File: config.mk
export PLATFORM = sky130hd
export DESIGN_NAME = div_unit
export DESIGN_NICKNAME = d
export VERILOG_FILES = /design/src/rtl/div_unit.sv
export SDC_FILE = /design/constraint.sdc
export NUM_CORES = 1
export LEC_CHECK = 0
export CORE_ASPECT_RATIO = 0.8
export CORE_MARGIN = 2
export CORE_UTILIZATION = 57
export CTS_CLUSTER_DIAMETER = 50
export DETAILED_ROUTE_END_ITERATION = 8
export PLACE_DENSITY = 0.79
export RECOVER_POWER = 25
export SYNTH_ARGS = -nofsm -noshare
export SYNTH_HDL_FRONTEND = slang
export SYNTH_SLANG_ARGS = --single-unit
File: constraint.sdc
create_clock -name clock_i -period 5.58 [get_ports clock_i]
set_input_delay 1.674 -clock clock_i [delete_from_list [all_inputs] [get_ports clock_i]]
set_output_delay 1.674 -clock clock_i [all_outputs]
set_load 0.1 [all_outputs]
File: src/rtl/div_unit.sv
// Iterative 32-bit DIV/DIVU unit: 32-step restoring division, one-cycle HI/LO write pulse.
// Optional DIV_ZERO_FAST_EN: a zero divisor skips the iterations and completes in one cycle.
module div_unit (
  input  logic        clock_i,
  input  logic        reset_i,
  input  logic        start_i,
  input  logic        signed_div_i,
  input  logic [31:0] dividend_i,
  input  logic [31:0] divisor_i,
  input  logic        cancel_i,
  output logic        busy_o,
  output logic        write_hilo_enable_o,
  output logic [31:0] write_hi_data_o,
  output logic [31:0] write_lo_data_o
);

`ifdef DIV_ZERO_FAST_EN
  localparam bit ZeroFastEn = 1'b1;
`else
  localparam bit ZeroFastEn = 1'b0;
`endif

  typedef enum logic [1:0] {StIdle, StRun, StDone} state_e;

  state_e      state_q, state_d;
  logic [31:0] rem_q, rem_d;
  logic [31:0] quo_q, quo_d;
  logic [31:0] dvsr_q, dvsr_d;
  logic [4:0]  cnt_q, cnt_d;
  logic        neg_quo_q, neg_quo_d;
  logic        neg_rem_q, neg_rem_d;
  logic [31:0] hi_q, hi_d;
  logic [31:0] lo_q, lo_d;

  logic        a_neg, b_neg;
  logic [31:0] a_mag, b_mag;
  logic [32:0] rem_sh, diff;
  logic [31:0] rem_nx, quo_nx;

  always_comb begin
    state_d   = state_q;
    rem_d     = rem_q;
    quo_d     = quo_q;
    dvsr_d    = dvsr_q;
    cnt_d     = cnt_q;
    neg_quo_d = neg_quo_q;
    neg_rem_d = neg_rem_q;
    hi_d      = hi_q;
    lo_d      = lo_q;

    a_neg = signed_div_i & dividend_i[31];
    b_neg = signed_div_i & divisor_i[31];
    a_mag = a_neg ? -dividend_i : dividend_i;
    b_mag = b_neg ? -divisor_i : divisor_i;

    // One restoring step: remainder never exceeds the divisor, so 32 bits hold it.
    rem_sh = {rem_q, quo_q[31]};
    diff   = rem_sh - {1'b0, dvsr_q};
    rem_nx = diff[32] ? rem_sh[31:0] : diff[31:0];
    quo_nx = {quo_q[30:0], ~diff[32]};

    unique case (state_q)
      StIdle: begin
        if (start_i && !cancel_i) begin
          neg_quo_d = a_neg ^ b_neg;
          neg_rem_d = a_neg;
          dvsr_d    = b_mag;
          quo_d     = a_mag;
          rem_d     = '0;
          cnt_d     = '0;
          if (ZeroFastEn && (divisor_i == '0)) begin
            state_d = StDone;
            hi_d    = dividend_i;
            lo_d    = a_neg ? 32'd1 : '1;
          end else begin
            state_d = StRun;
          end
        end
      end
      StRun: begin
        rem_d = rem_nx;
        quo_d = quo_nx;
        cnt_d = cnt_q + 5'd1;
        if (cnt_q == 5'd31) begin
          state_d = StDone;
          hi_d    = neg_rem_q ? -rem_nx : rem_nx;
          lo_d    = neg_quo_q ? -quo_nx : quo_nx;
        end
      end
      StDone: state_d = StIdle;
      default: state_d = StIdle;
    endcase

    // A flush leaves the previously written result untouched.
    if (cancel_i) begin
      state_d = StIdle;
      hi_d    = hi_q;
      lo_d    = lo_q;
    end
  end

  always_ff @(posedge clock_i) begin
    if (reset_i) begin
      state_q   <= StIdle;
      rem_q     <= '0;
      quo_q     <= '0;
      dvsr_q    <= '0;
      cnt_q     <= '0;
      neg_quo_q <= 1'b0;
      neg_rem_q <= 1'b0;
      hi_q      <= '0;
      lo_q      <= '0;
    end else begin
      state_q   <= state_d;
      rem_q     <= rem_d;
      quo_q     <= quo_d;
      dvsr_q    <= dvsr_d;
      cnt_q     <= cnt_d;
      neg_quo_q <= neg_quo_d;
      neg_rem_q <= neg_rem_d;
      hi_q      <= hi_d;
      lo_q      <= lo_d;
    end
  end

  assign busy_o              = (state_q != StIdle);
  assign write_hilo_enable_o = (state_q == StDone);
  assign write_hi_data_o     = hi_q;
  assign write_lo_data_o     = lo_q;

endmodule

Yosys cells after proc, flatten, opt, wreduce, memory -nomap -nowiden
Cells that the tools add are included.
{ "word_totals": {"register_bits": 169, "inputBits": 69, "output_inout_bits": 66, "elab_cells": 49} }
{ "classes": {"addsub": 6, "eq_ne": 5, "n_mux": 14, "bitwise": 5, "n_reduce_logical": 10} }
{ "ops": {"columns": ["cell", "n"], "rows": [
  ["$mux 32", 7],
  ["$neg 32->32", 4],
  ["$pmux 32 s2", 2],
  ["$sub 33x32->33", 1],
  ["$pmux 5 s2", 1],
  ["$reduce_and 2->1", 3],
  ["$add 5x1->5 const B", 1],
  ["$eq 5x5->1 const B", 1],
  ["$mux 5", 1],
  ["$mux 2", 2],
  ["$ne 2x2->1 const B", 2],
  ["$pmux 2 s2", 1],
  ["$reduce_bool 2->1", 2],
  ["$reduce_and 3->1", 1],
  ["$and 1x1->1", 2],
  ["$eq 2x1->1 const B", 1],
  ["$eq 2x2->1 const B", 1],
  ["$logic_not 2->1", 1],
  ["$not 1->1", 2],
  ["$reduce_or 2->1", 1],
  ["$logic_and 1x1->1", 1],
  ["$logic_not 1->1", 1],
  ["$xor 1x1->1", 1]
]} }

Logic depth before layout (Yosys ltp)
Gate-level depths: netlist of run 1.
{ "depth": {"depth_word": 4, "mapped_depth": 22, "mapped_depth_nobuf": 19} }

Worst setup path after synthesis of run 1
No wires, ideal clock.
{ "synth_timing": {"path_kind": "register to register", "from": "reg quo_q[31]", "to": "reg lo_q[28], in the netlist write_lo_data_o[28]", "setup_ns": 0.086, "arrival_ns": 4.284, "required_ns": 5.494, "setup_slack_ns": 1.210, "path_stages_with_launch": 22, "path_buffers": 3, "period_less_slack_ns": 4.370, "cell_sequence": "dfxtp_1 > inv_1 > ha_1 > fa_1 > nor2b_1 > o31a_1 > o2111ai_2 > a211oi_4 > o21a_1 > buf_6 > nor2_8 > inv_2 > buf_4 > buf_2 > ha_1 > nand3_1 > nand2b_1 > or3_1 > nand2b_1 > o31ai_1 > xor2_1 > a211oi_1"} }
{ "synth_between": {"elab_chain_cells": 4} }
{ "synth_lines": {"columns": ["element", "line", "rtl"], "rows": [
  ["start, declared", "27", "logic [31:0] quo_q, quo_d;"],
  ["start signal, assigned", "116", "quo_q <= quo_d;"],
  ["$sub 33x32->33", "58", "diff = rem_sh - {1'b0, dvsr_q};"],
  ["$not 1->1", "60", "quo_nx = {quo_q[30:0], ~diff[32]};"],
  ["$neg 32->32", "87", "lo_d = neg_quo_q ? -quo_nx : quo_nx;"],
  ["$mux 32", "87", null],
  ["end signal, assigned", "122", "lo_q <= lo_d;"],
  ["end, declared", "33", "logic [31:0] lo_q, lo_d;"]
]} }
No other way between the ends.
A chain may end at the register's enable or synchronous reset.

Worst setup path after layout of run 1
Same ends and word-level chain as after synthesis.

==> run_results.csv, run 1 <==
group,metric,value,unit
run_status,status,"complete, but fails checks",
run_status,violations,"max-capacitance violations, max-slew violations",
cells_and_area,multi_input_area,7555,µm²
floorplan,ioPinCount,135,
clock_network,hold_buffers,0,
global_routing,gr-usage-all-layers,31.79,%
route,vias,11650,
clock_network,clkTransAtPathRegs,0.07,ns
yosys,synth_seq_area_share,29.35,%
placed_design,place_worst_setup_slack,0.6274,ns
clock_network,clockBufferDepth,2,
route,drc_errors,0,
clock_network,insertion_delay,0.44,ns
timing,finalSetupViolations,0,
flow_run,cap_violations,2,
placed_design,portBuffers,134,
timing,period_share,88.63,%
timing,skew,0.01206,ns
yosys,yosysWarnings,0,
cells_and_area,n_fill_cell,1744,
worst_setup_path,reg2reg_from,"quo_q[31]",
route,firstDrtPassIters,6,
worst_hold_path,holdPathEnd,"write_hi_data_o[2]",
cells_and_area,seqCellArea,3383,µm²
power,powerDensity,228.1,nW/µm²
clock_network,cts_resized,0,
floorplan,die_w,163,µm
yosys,ys.flop_type,"dfxtp_1",
worst_setup_path,slowest_delay,0.55,ns
clock_network,post-cts-setup-buffers,0,
clock_network,cts_tree,"built",
route,drtIter0Drc,1340,
cells_and_area,n_antenna_cell,0,
timing,hold_viol,0,
yosys,async_reset_ff_share,0,%
timing,fmax,0.2022,GHz
worst_hold_path,hold_depth,2,
route,post_drt_wl_per_cell,18.60,µm
worst_setup_path,worstPathRequired,5.90,ns
timing,setup_ws,0.6344,ns
clock_network,htreeDepth,4,
worst_hold_path,holdCritPathClass,"flop to flop",
floorplan,placeableCoreArea,19860,µm²
clock_network,cts_buffers,17,
timing,slew_viol_final,152,
yosys,synthDominantCellAreaShare,29.35,%
cells_and_area,layout_common_cells,"173 x nor2_1, 169 x dfxtp_1, 167 x nand2_1",
floorplan,rows,46,
worst_setup_path,reg2reg_to,"write_lo_data_o[28]",
worst_setup_path,reg2reg_depth,18,
worst_setup_path,endpoint_kind,"flop",
yosys,netlist-cell-type-count,85,
timing,slew_headroom,-47.38,%
worst_setup_path,arrival,5.27,ns
route,viasPerCell,6.221,
yosys,synth_top_cell_by_area,"dfxtp_1",
yosys,syn_avg_cell_area,7.580,µm²
timing,grt_setup_unrepaired,"no",
placed_design,dp_hpwl,26380,µm
cells_and_area,utilization,67.88,%
route,ant_nets,0,
global_routing,grt_max_degree,107,
worst_setup_path,cp_cell_sequence,"inv_1, ha_1, fa_1, nor2b_1, o31a_1, o2111ai_2, a211oi_4, o21a_1, nor2_8, inv_2, ha_1, nand3_1, nand2b_1, or3_1, nand2b_1, o31ai_1, xor2_1, a211oi_1",
global_routing,antenna_found_initial,1,
timing,worstMarginPinSlew,2.211,ns
clock_network,cts.sinks,169,
placed_design,place_congestion,0.9525,
cells_and_area,area_growth_syn_to_layout,16.92,%
timing,hold_slack,0.4489,ns
worst_setup_path,cp_max_fo,10,
floorplan,chipHeight,131.2,µm
power,totalPowerFinal,3.074,mW
power,leakage,4.997,nW
global_routing,grt_first_pass_wirelength,54230,µm
clock_network,cts_root_buf,"clkbuf_16",
cells_and_area,nets,1703,
yosys,syn_inst,1521,
worst_hold_path,min-delay-start,"write_hi_data_o[2]",
worst_setup_path,crit_path_start_kind,"flop",
yosys,synth-edff-count,0,
power,ir_drop,219.1,µV
floorplan,initial_core_util,58.06,%
timing,fin_crit,4.946,ns
worst_setup_path,r2r_slack,0.63,ns
timing,fin_setup_tns,0,ns
global_routing,grt_overflow,0,
yosys,ys_seq_elements,169,
worst_setup_path,crit_slowest_cell,"o21a_1",
global_routing,grt_pass1_vias,10080,
route,wl,34830,µm
cells_and_area,drive_above_1_share,5.100,%
yosys,syn_area,11530,µm²
yosys,synth_area_leaders,"dfxtp_1 29%, a21oi_1 6.0%, nor2_1 5.7%",
floorplan,die-area,21390,µm²
worst_setup_path,path_class,"flop to flop",
cells_and_area,mostFrequentLayoutCell,"nor2_1",
yosys,synth_fp_nets,1629,
-- synth_stat cells, drive strengths merged (34+ instances only) --
cell    instances
inv            57
clkbuf         72
nand2         167
a211oi         60
o21ai          75
ha             38
a21oi         139
xnor2          44
xor2           72
nor2          175
a31oi          41
dfxtp         169
nor3           34
-- through the flow --
step	area (µm²)	instances
after floorplan	11530	1521
after global placement	12910	1840
after detailed placement	12910	1840
after CTS	13480	1872
after global routing	13480	1872
final	13480	1872
-- worst max-delay path, delay by kind of cell, from the launching register on --
| family | cells | cell delay (ns) |
|---|---|---|
| and+or+nand+nor | 6 | 1.34 |
| AOI/OAI and AO/OA | 6 | 1.90 |
| buffers and inverters | 2 | 0.19 |
| adders and majority gates | 3 | 0.87 |
| xor gates and xnor gates | 1 | 0.11 |
| DFF | 1 | 0.41 |
-- worst max-delay path by stage --
stage	startpoint	endpoint	slack, ns
after floorplan	quo_q[31]	write_lo_data_o[28]	1.21
after global placement	dividend_i[4]	quo_q[28]	0.71
after detailed placement	dividend_i[4]	quo_q[28]	0.63
after CTS	quo_q[31]	write_lo_data_o[28]	0.72
after global routing	quo_q[31]	write_lo_data_o[28]	0.28
final	quo_q[31]	write_lo_data_o[28]	0.63
-- area by class of cell --
cell class | instances | area share, %
clock buffers | 18 | 3.258
clock inverters | 14 | 0.9932
inverters | 57 | 1.587
multi-input cells | 1204 | 56.05
flip-flops and latches | 169 | 25.10
well taps | 264 | 2.451
repair buffers | 146 | 10.56
-- metal layers --
layer	wire length [µm]	global-route usage [%]	share of wire, %	vias to the layer above
met4	446	6.244	1.3	0
met1	16260	48.14	47	5416
met5	0	0	0	-
met3	3392	7.418	9.7	35
met2	14720	45.74	42	498
li1	-	-	-	5697
-- cell families after synthesis --
group	Yosys count	share of synthesized area, %
compound gates	469	26.76
xor+xnor	116	8.813
fa+ha+maj	39	4.298
buf+inv	148	5.318
flops	169	29.35
mux	31	2.757
simple gates	549	22.70
-- power by group --
part           internal (mW)  switching [mW]
Clock                  0.638           0.534
Combinational          0.236           0.390
Sequential              1.24          0.0398
Total                   2.11           0.964
-- registers in the layout, indices dropped and copies added, names as in the netlist --
| register | flops |
|---|---|
| quo_q | 32 |
| write_lo_data_o | 32 |
| write_hi_data_o | 32 |
| state_q | 2 |
| neg_quo_q | 1 |
| neg_rem_q | 1 |
| dvsr_q | 32 |
| cnt_q | 5 |
| rem_q | 32 |
No activity file was read; power rests on OpenSTA's default activity.
==> run 2, diff against run 1 <==
- SLEW_MARGIN: default -> 20
==> run_results.csv, run 2 (synthesis results as in run 1) <==
group,metric,value,unit
worst_setup_path,reg2reg_depth,18,
worst_setup_path,crit_path_start_kind,"flop",
power,p_int,2.110,mW
worst_setup_path,reg2reg_to,"write_lo_data_o[28]",
placed_design,place_congestion,0.9525,
floorplan,placeableCoreArea,19860,µm²
worst_setup_path,reg2reg_from,"quo_q[31]",
power,ir_drop,222.4,µV
floorplan,die_w,163,µm
power,comb_power_share,20.3,%
cells_and_area,stdcell_count,1872,
floorplan,ioPinCount,135,
timing,grt_setup_unrepaired,"no",
global_routing,grt_overflow,0,
timing,hold_viol,0,
power,leakage,4.998,nW
clock_network,insertion_delay,0.44,ns
placed_design,place_inst,1840,
clock_network,post-cts-setup-buffers,0,
clock_network,clockBufferDepth,2,
power,sw_frac_of_total,31.43,%
floorplan,rows,46,
timing,fin_setup_tns,0,ns
run_status,violations,"max-capacitance violations, max-slew violations",
cells_and_area,area_growth_syn_to_layout,16.93,%
worst_hold_path,min-delay-start,"write_hi_data_o[2]",
worst_setup_path,cp_max_fo,10,
timing,slew_headroom,-47.34,%
route,drc_errors,0,
power,p_switching,0.9671,mW
timing,fmax,0.2025,GHz
global_routing,met3_usage,7.418,%
worst_hold_path,holdCritPathClass,"flop to flop",
floorplan,initial_core_util,58.06,%
global_routing,gr-usage-all-layers,31.79,%
clock_network,cts_tree,"built",
route,firstDrtPassIters,8,
route,ant_nets,0,
clock_network,cts_buffers,17,
timing,skew,0.01140,ns
global_routing,grtUsageMet1,48.14,%
clock_network,cts_resized,0,
route,drtIter0Drc,1367,
route,wl,34910,µm
global_routing,grt_pass1_vias,10080,
route,viasPerCell,6.217,
global_routing,grt_use_met2,45.74,%
timing,fin_crit,4.939,ns
route,vias,11640,
worst_hold_path,hold_depth,2,
timing,slew_viol_final,152,
cells_and_area,drive_above_1_share,5.162,%
cells_and_area,layout_common_cells,"173 x nor2_1, 168 x dfxtp_1, 167 x nand2_1",
cells_and_area,n_antenna_cell,0,
worst_setup_path,worstPathRequired,5.90,ns
clock_network,htreeDepth,4,
clock_network,hold_buffers,0,
floorplan,chipHeight,131.2,µm
route,post_drt_wl_per_cell,18.65,µm
timing,period_share,88.51,%
run_status,status,"complete, but fails checks",
clock_network,cts.sinks,169,
power,powerDensity,228.3,nW/µm²
worst_setup_path,path_class,"flop to flop",
global_routing,grt_first_pass_wirelength,54230,µm
clock_network,cts_root_buf,"clkbuf_16",
global_routing,grt_max_degree,107,
power,totalPowerFinal,3.077,mW
placed_design,dp_hpwl,26380,µm
power,pwr-share-clk,38.2,%
clock_network,clkTransAtPathRegs,0.07,ns
global_routing,antenna_found_initial,1,
worst_hold_path,holdPathEnd,"write_hi_data_o[2]",
power,power_frac_seq,41.5,%
global_routing,grt.busiest_layer,"met1",
floorplan,die-area,21390,µm²
worst_setup_path,endpoint_kind,"flop",
worst_setup_path,r2r_slack,0.64,ns
placed_design,portBuffers,134,
timing,finalSetupViolations,0,
flow_run,cap_violations,2,
cells_and_area,nets,1703,
timing,worstMarginPinSlew,2.210,ns
worst_setup_path,arrival,5.26,ns
cells_and_area,mostFrequentLayoutCell,"nor2_1",
run 2: worst max-delay path by stage:
stage | startpoint | end | slack [ns] | depth (start not counted)
2_1_floorplan | quo_q[31] | write_lo_data_o[28] | 1.21 | 21
3_3_place_gp | dividend_i[4] | quo_q[28] | 0.71 | 11
3_5_place_dp | dividend_i[4] | quo_q[28] | 0.63 | 11
4_1_cts | quo_q[31] | write_lo_data_o[28] | 0.72 | 18
5_1_grt | quo_q[31] | write_lo_data_o[28] | 0.28 | 18
6_report | quo_q[31] | write_lo_data_o[28] | 0.64 | 18
run 2: layer usage:
layer | part of all wire [%] | routed length [µm]
met1 | 46 | 16210
met2 | 42 | 14730
met3 | 10 | 3508
met4 | 1.3 | 456
met5 | 0 | 0
run 2: layout make-up:
cell class,count,area (µm²)
multi-input combinational,1204,7555
fill,1745,6376
sequential,169,3385
timing repair buffer,146,1424
clock buffer,18,439.2
tap,264,330.3
inverter,57,214.0
clock inverter,14,133.9
run 2: critical path: stages, from the launching register on:
cell	delay [ns]
dfxtp_1	0.41
inv_1	0.06
ha_1	0.23
fa_1	0.43
nor2b_1	0.21
o31a_1	0.23
o2111ai_2	0.24
a211oi_4	0.37
o21a_1	0.56
nor2_8	0.07
inv_2	0.13
ha_1	0.21
nand3_1	0.15
nand2b_1	0.27
or3_1	0.45
nand2b_1	0.19
o31ai_1	0.25
xor2_1	0.11
a211oi_1	0.25
run 2: through the flow:
step | utilization (%) | instance area [µm²] | hold WS [ns] | setup WS, ns
2_1_floorplan | - | 11530 | 0.4319 | 1.210
3_3_place_gp | 65.02 | 12910 | 0.4400 | 0.7122
3_5_place_dp | 65.02 | 12910 | 0.4444 | 0.6274
4_1_cts | 67.91 | 13480 | 0.4531 | 0.7163
5_1_grt | 67.89 | 13480 | 0.4651 | 0.2768
6_report | 67.89 | 13480 | 0.4481 | 0.6411
run 2: power by group through the flow:
stage          sequential, mW  combinational (mW)  clock (mW)
3_5_place_dp             1.30               0.609           0
6_report                 1.28               0.625        1.18
4_1_cts                  1.27               0.612        1.18
5_1_grt                  1.28               0.680        1.22
3_3_place_gp             1.30               0.602           0
2_1_floorplan            1.29               0.431           0
